==> src/rtl/twoof5_pkg.sv <==
// Shared definitions for the 2-out-of-5 receiver and its companion blocks:
// bit weights, digit codewords (a is the MSB), FSM states and a popcount helper.
package twoof5_pkg;

  localparam int unsigned WEIGHT_A = 1;
  localparam int unsigned WEIGHT_B = 2;
  localparam int unsigned WEIGHT_C = 4;
  localparam int unsigned WEIGHT_D = 7;
  localparam int unsigned WEIGHT_E = 0;

  localparam logic [4:0] CW_0 = 5'b00110;
  localparam logic [4:0] CW_1 = 5'b10001;
  localparam logic [4:0] CW_2 = 5'b01001;
  localparam logic [4:0] CW_3 = 5'b11000;
  localparam logic [4:0] CW_4 = 5'b00101;
  localparam logic [4:0] CW_5 = 5'b10100;
  localparam logic [4:0] CW_6 = 5'b01100;
  localparam logic [4:0] CW_7 = 5'b00011;
  localparam logic [4:0] CW_8 = 5'b10010;
  localparam logic [4:0] CW_9 = 5'b01010;

  typedef enum logic [1:0] {
    IDLE = 2'd0,
    DATA = 2'd1,
    STOP = 2'd2
  } state_t;

  function automatic logic [2:0] popcount5(input logic [4:0] x);
    logic [2:0] n;
    n = 3'd0;
    for (int i = 0; i < 5; i++) begin
      n = n + {2'b00, x[i]};
    end
    return n;
  endfunction

endpackage

==> src/rtl/twoof5_check.sv <==
// Combinational 2-out-of-5 validity check; shared by receiver and transmitter.
module twoof5_check
  import twoof5_pkg::*;
(
  input  logic [4:0] cw,
  output logic       ok
);

  // Valid exactly when two of the five bits are set.
  always_comb begin
    ok = (popcount5(cw) == 3'd2);
  end

endmodule

==> src/rtl/twoof5_rx.sv <==
// Framed serial receiver for 2-out-of-5 digits: start(1), a..e, stop(0),
// with code/framing checks and an inter-strobe timeout.
module twoof5_rx
  import twoof5_pkg::*;
#(
  parameter int TIMEOUT = 64
) (
  input  logic clk,
  input  logic rst,
  input  logic sdi,
  input  logic sdi_en,
  output logic a,
  output logic b,
  output logic c,
  output logic d,
  output logic e,
  output logic v,
  output logic done,
  output logic code_err,
  output logic frame_err
);

  localparam int CNT_W = ($clog2(TIMEOUT + 1) < 1) ? 1 : $clog2(TIMEOUT + 1);
  localparam bit TO_EN = (TIMEOUT != 0);
  localparam logic [CNT_W-1:0] IDLE_LAST = CNT_W'(TIMEOUT - 1);

  state_t           r_state;
  logic [2:0]       r_bitcnt;
  logic [4:0]       r_sr;
  logic [4:0]       r_cw;
  logic [CNT_W-1:0] r_idle;
  logic             r_v;
  logic             r_done;
  logic             r_code_err;
  logic             r_frame_err;
  logic             w_ok;

  twoof5_check u_check (
    .cw (r_sr),
    .ok (w_ok)
  );

  // Frame FSM; the idle counter only runs inside a frame and a strobe always beats expiry.
  always_ff @(posedge clk or posedge rst) begin
    if (rst) begin
      r_state     <= IDLE;
      r_bitcnt    <= 3'd0;
      r_sr        <= 5'b00000;
      r_cw        <= 5'b00000;
      r_idle      <= {CNT_W{1'b0}};
      r_v         <= 1'b0;
      r_done      <= 1'b0;
      r_code_err  <= 1'b0;
      r_frame_err <= 1'b0;
    end else begin
      r_done <= 1'b0;
      if ((r_state != IDLE) && !sdi_en) begin
        if (TO_EN && (r_idle == IDLE_LAST)) begin
          r_state     <= IDLE;
          r_idle      <= {CNT_W{1'b0}};
          r_done      <= 1'b1;
          r_v         <= 1'b0;
          r_code_err  <= 1'b0;
          r_frame_err <= 1'b1;
        end else begin
          r_idle <= r_idle + CNT_W'(1);
        end
      end else begin
        r_idle <= {CNT_W{1'b0}};
        case (r_state)
          IDLE: begin
            if (sdi_en && sdi) begin
              r_state  <= DATA;
              r_bitcnt <= 3'd0;
            end else begin
              r_state <= IDLE;
            end
          end
          DATA: begin
            r_sr     <= {r_sr[3:0], sdi};
            r_bitcnt <= r_bitcnt + 3'd1;
            if (r_bitcnt == 3'd4) begin
              r_state <= STOP;
            end else begin
              r_state <= DATA;
            end
          end
          STOP: begin
            r_state     <= IDLE;
            r_done      <= 1'b1;
            r_frame_err <= sdi;
            r_code_err  <= !w_ok;
            if (!sdi && w_ok) begin
              r_cw <= r_sr;
              r_v  <= 1'b1;
            end else begin
              r_v  <= 1'b0;
            end
          end
          default: begin
            r_state <= IDLE;
          end
        endcase
      end
    end
  end

  assign a         = r_cw[4];
  assign b         = r_cw[3];
  assign c         = r_cw[2];
  assign d         = r_cw[1];
  assign e         = r_cw[0];
  assign v         = r_v;
  assign done      = r_done;
  assign code_err  = r_code_err;
  assign frame_err = r_frame_err;

endmodule

==> config.mk <==
export PLATFORM = sky130hd
export DESIGN_NAME = twoof5_rx
export DESIGN_NICKNAME = d
export VERILOG_FILES = /design/src/rtl/twoof5_pkg.sv /design/src/rtl/twoof5_check.sv /design/src/rtl/twoof5_rx.sv
export SDC_FILE = /design/constraint.sdc
export NUM_CORES = 1
export LEC_CHECK = 0
export ABC_AREA = 1
export CORE_MARGIN = 2
export CORE_UTILIZATION = 59
export DETAILED_ROUTE_END_ITERATION = 8
export GPL_TIMING_DRIVEN = 0
export PLACE_DENSITY_LB_ADDON = 0.08
export REMOVE_ABC_BUFFERS = 1
export SLEW_MARGIN = 20
export SYNTH_ARGS = -nofsm -noshare
export SYNTH_HDL_FRONTEND = slang
export SYNTH_SLANG_ARGS = --single-unit
==> constraint.sdc <==
create_clock -name clk -period 6.45 [get_ports clk]
set_input_delay 1.6125 -clock clk [delete_from_list [all_inputs] [get_ports clk]]
set_output_delay 1.6125 -clock clk [all_outputs]
set_load 0.02 [all_outputs]
Yosys cells after proc, flatten, opt, wreduce, memory -nomap -nowiden
Index checks and enable logic that the tools add are counted.
{ "word_totals": {"reg_bits": 26, "in_bits": 4, "out_inout_bits": 9, "elab_cells": 58} }
{ "op_classes": {"add_sub_neg": 6, "eq_ne": 7, "n_mux": 21, "bitwise_logic": 1, "reduce_logical": 14} }
{ "op_table": {"columns": ["op", "count"], "rows": [
  ["2-to-1 mux 7 bit", 2],
  ["2-to-1 mux 1 bit", 13],
  ["adder 3 x 1 -> 3 bit", 3],
  ["adder 7 x 1 -> 7 bit, second input constant", 1],
  ["equality test 7 x 6 -> 1 bit, second input constant", 1],
  ["2-to-1 mux 2 bit", 3],
  ["one-hot mux 3 bit (2 select lines)", 1],
  ["AND reduction 3 bit", 2],
  ["nonzero test 2 bit", 3],
  ["one-hot mux 2 bit (2 select lines)", 1],
  ["AND reduction 2 bit", 2],
  ["adder 3 x 1 -> 3 bit, second input constant", 1],
  ["equality test 3 x 2 -> 1 bit, second input constant", 1],
  ["equality test 3 bit, second input constant", 1],
  ["logical AND 1 bit", 3],
  ["zero test 1 bit", 3],
  ["2-to-1 mux 3 bit", 1],
  ["adder 1 x 1 -> 2 bit", 1],
  ["equality test 2 x 1 -> 1 bit, second input constant", 1],
  ["equality test 2 bit, second input constant", 1],
  ["zero test 2 bit", 1],
  ["inequality test 2 x 1 -> 1 bit, second input constant", 1],
  ["inequality test 2 bit, second input constant", 1],
  ["NOT 1 bit", 1]
]} }

Depth between registers and ports, before layout
{ "depth": {"ltp_word": 9, "mapped_depth": 13} }

By module
From an unflattened synthesis, not the netlist that was laid out.
{ "unflattened": {"cells_unflattened": 145, "area_unflattened_um2": 1281.2} }
{ "modules_own_cells": {"columns": ["module", "instances", "cells_each", "area_each_um2", "seq_area_each_um2"], "rows": [
  ["twoof5_rx", 1, 133, 1192.4, 650.6],
  ["twoof5_check", 1, 12, 88.8, 0.0]
]} }

Least setup slack after synthesis
No wires, ideal clock.
{ "synth_timing": {"path_type": "reg-to-reg", "start": "register r_sr[0]", "end": "register r_cw[0]", "setup_time_ps": 117, "arrival_ps": 2434, "required_time_ps": 6333, "slack_ps": 3899, "stages_incl_launch_ff": 14, "n_path_buf": 0, "path_cell_list": "dfrtp_1 > ha_1 > inv_1 > fa_1 > inv_1 > ha_1 > inv_1 > fa_1 > nor2_1 > nand3_1 > nor2_8 > nand2_4 > nand2_1 > nand2_1"} }
{ "synth_between": {"elab_chain_len": 7} }
{ "synth_rtl": {"columns": ["item", "line_no", "source"], "rows": [
  ["start: declaration", "twoof5_rx.sv:29", "logic [4:0] r_sr;"],
  ["start signal: assignment", "twoof5_rx.sv:80", "r_sr <= {r_sr[3:0], sdi};"],
  ["adder 1 x 1 -> 2 bit", "twoof5_pkg.sv:32", "n = n + {2'b00, x[i]};"],
  ["adder 3 x 1 -> 3 bit (3 in series)", "twoof5_pkg.sv:32", null],
  ["equality test 3 x 2 -> 1 bit", "twoof5_check.sv:11", "ok = (popcount5(cw) == 3'd2);"],
  ["logical AND 1 bit", "twoof5_rx.sv:93", "if (!sdi && w_ok) begin"],
  ["AND reduction 3 bit (no source line)", null, null],
  ["end signal: assignment", "twoof5_rx.sv:94", "r_cw <= r_sr;"],
  ["end: declaration", "twoof5_rx.sv:30", "logic [4:0] r_cw;"]
]} }
Several ways; a longest one is shown, not always the timed one.
A chain may end at the register's enable or synchronous reset.

Worst setup path after layout
{ "layout_timing": {"start": "register r_cw[0]", "end": "output port e"} }
{ "layout_lines": {"columns": ["item", "line_no", "source"], "rows": [
  ["end: declaration", "twoof5_rx.sv:16", "output logic e,"]
]} }
No word-level cell between the ends.

==> run metrics <==
status complete, no violations; Layout area overhead 14.9%; Seq pwr share 46.4%; Syn Area/Cell 9.18 sq um; Ports 13; largest net degree at the start of global routing 27; Overflow after GRT 0; Post-Synthesis Cells 139; VDD IR-drop max 225 uV; Clock Power Share 17.9%; antenna violations before repair 0; htree depth 1; vias post-DR 939; RSZ-0062 raised after global routing false; Post-route DRC 0; DP HPWL 1640 microns; Worst Max-Slew Pin Slew 0.907 ns; leak pwr 0.758 nW; Die W 50.5 microns; Starting Density 63.7%; DR pass1 iterations 4; worst setup margin 3.53 ns; Post-CTS Resized 0; CTS Buffer Depth 2; worst path buffer plus inverter count 1; Net Sw Power 174 uW; CP Class reg -> out; number of global-route vias before repair 920; number of vias per cell 5.16; Max Cap Violations 0; Final Slew Violations 0; Cell Area, Synth 1280 sq um; ANT nets after route 0; routed wire length 2220 microns; CTS tree yes; CP required 4.84 ns; Pint 288 uW; Top delay family on crit path buffers and inverters; Worst-path clk slew 0.14 ns; final hold slack 0.476 ns; hold buffer count at cts 0; Yosys reg bits 26; CTS Buf Count 3; Critical Path Sink Type output pin; startpoint types register; Yosys cell types 18; post-CTS setup buffers 0; CP Cell Sequence clkdlybuf4s50_1; Yosys warnings 0; Port Buffers 12; # fillers 155; Crit path arrival time 1.31 ns; RePlAce Congestion 0.790; # rows 16; Setup TNS 0 ns; share of total power in combinational logic 35.7%; sw frac 37.6%; Slew HR 39.1%; P per Cell Area 315 nW/um^2; Max FO, Critical Path 2; Die H 50.5 microns; HP Class reg -> reg; first-pass GRT wire length 3950 microns; fin crit period 2.92 ns; DR iter-0 viols 12; final net count 167; Crit-path slowest cell clkdlybuf4s50_1; insertion delay to the later sink of the worst-skew pair 0.32 ns; FMAX 342 MHz; Clock Sink Count 26; Worst Skew 0.00631 ns; pre-CTS setup slack 3.55 ns; gr usage total 20.9%; Hold Fails Final Rpt 0; crit share post-route 45.3%; Avg WL per Cell 12.2 microns; # diodes 0; core area 2000 sq um; sequential area share after synthesis 51.0%; slowest stage delay, CP 0.60 ns; total die area 2550 sq um; CTS Root Buffer Type clkbuf_4; setup violators final 0; layout cells sized above 1 9.68%
[synthesized netlist by cell type (all sizes together)]
cell   count  area share (%)
a21oi      3             1.2
dfrtp     26              51
o21ai      9             3.5
nand3     20             8.8
fa         2             3.1
xnor2      1            0.69
xor2       1            0.69
ha         5             4.9
inv       18             5.3
nand2     39              13
nor2      15             7.9
[flip-flops by register name, indices dropped and copies added, names as in the netlist]
name	cells
code_err	1
r_sr	5
r_state	2
done	1
r_cw	5
r_idle	7
r_bitcnt	3
v	1
frame_err	1
[metrics by stage]
step           instances  utilization (%)  instance area [sq um]  power (mW)
2_1_floorplan        139                -                   1280       0.340
3_3_place_gp         178             71.4                   1430       0.374
3_5_place_dp         178             71.4                   1430       0.384
4_1_cts              182             73.3                   1470       0.466
5_1_grt              182             73.3                   1470       0.498
6_report             182             73.3                   1470       0.462
[power by group through the flow]
stage | logic (mW) | registers [mW] | clock network, mW
final | 0.165 | 0.214 | 0.0828
after global routing | 0.189 | 0.218 | 0.0904
after detailed placement | 0.166 | 0.218 | 0
after CTS | 0.167 | 0.214 | 0.0844
after floorplan | 0.122 | 0.218 | 0
after global placement | 0.158 | 0.216 | 0
[final timing paths]
check | start | to | slack, ns | cells past startpoint
setup reg to reg | r_sr[0] | r_cw[0] | 3.76 | 13
hold / removal | r_idle[0] | r_idle[0] | 0.48 | 1
setup / recovery | r_cw[0] | e | 3.53 | 1
hold reg to reg | r_idle[0] | r_idle[0] | 0.48 | 1
max in group asynchronous | rst | r_idle[0] | 4.36 | 2
min in group asynchronous | rst | frame_err | 1.67 | 2
[layout make-up]
type	count	area [sq um]	share of cell area (%)
Timing Repair Buffer	12	120	8.19
Sequential cell	26	651	44.4
Tap cell	27	33.8	2.30
Clock buffer	4	36.3	2.47
Inverter	18	67.6	4.61
Multi-Input combinational cell	95	558	38.1
[logic make-up (layout without fill, tap and decap cells)]
| kind of cell | Yosys count | count (layout) | share of synthesized area [%] |
|---|---|---|---|
| AO/OA/AOI/OAI | 12 | 12 | 4.71 |
| XOR/XNOR | 2 | 2 | 1.37 |
| adder cells (fa/ha/maj) | 7 | 7 | 8.04 |
| buffers and inverters | 18 | 34 | 5.29 |
| flip-flops | 26 | 26 | 51.0 |
| AND/OR/NAND/NOR | 74 | 74 | 29.6 |
[metal layers]
layer,global-route usage [%],part of all wire [%],vias to the layer above
li1,-,-,473
met1,24.8,44,446
met2,38.2,52,15
met3,2.68,2.3,5
met4,8.11,1.7,0
met5,0,0,-
[placed cells by master, fill, tap and decap left out]
master and count:
clkinv_1 1, inv_1 17, o21ai_0 7, xnor2_1 1, nand3_4 1, fa_1 2
nor2_2 2, xor2_1 1, a21oi_1 3, nor2_4 1, clkbuf_8 1, nand2_4 1
o21ai_1 2, nand3_1 19, dfrtp_1 26, clkdlybuf4s50_1 12, nand2_2 4, clkbuf_4 3
nor2_1 10, ha_1 5, nand2_1 34, nor2_8 2
(Power assumes the default switching activity.)
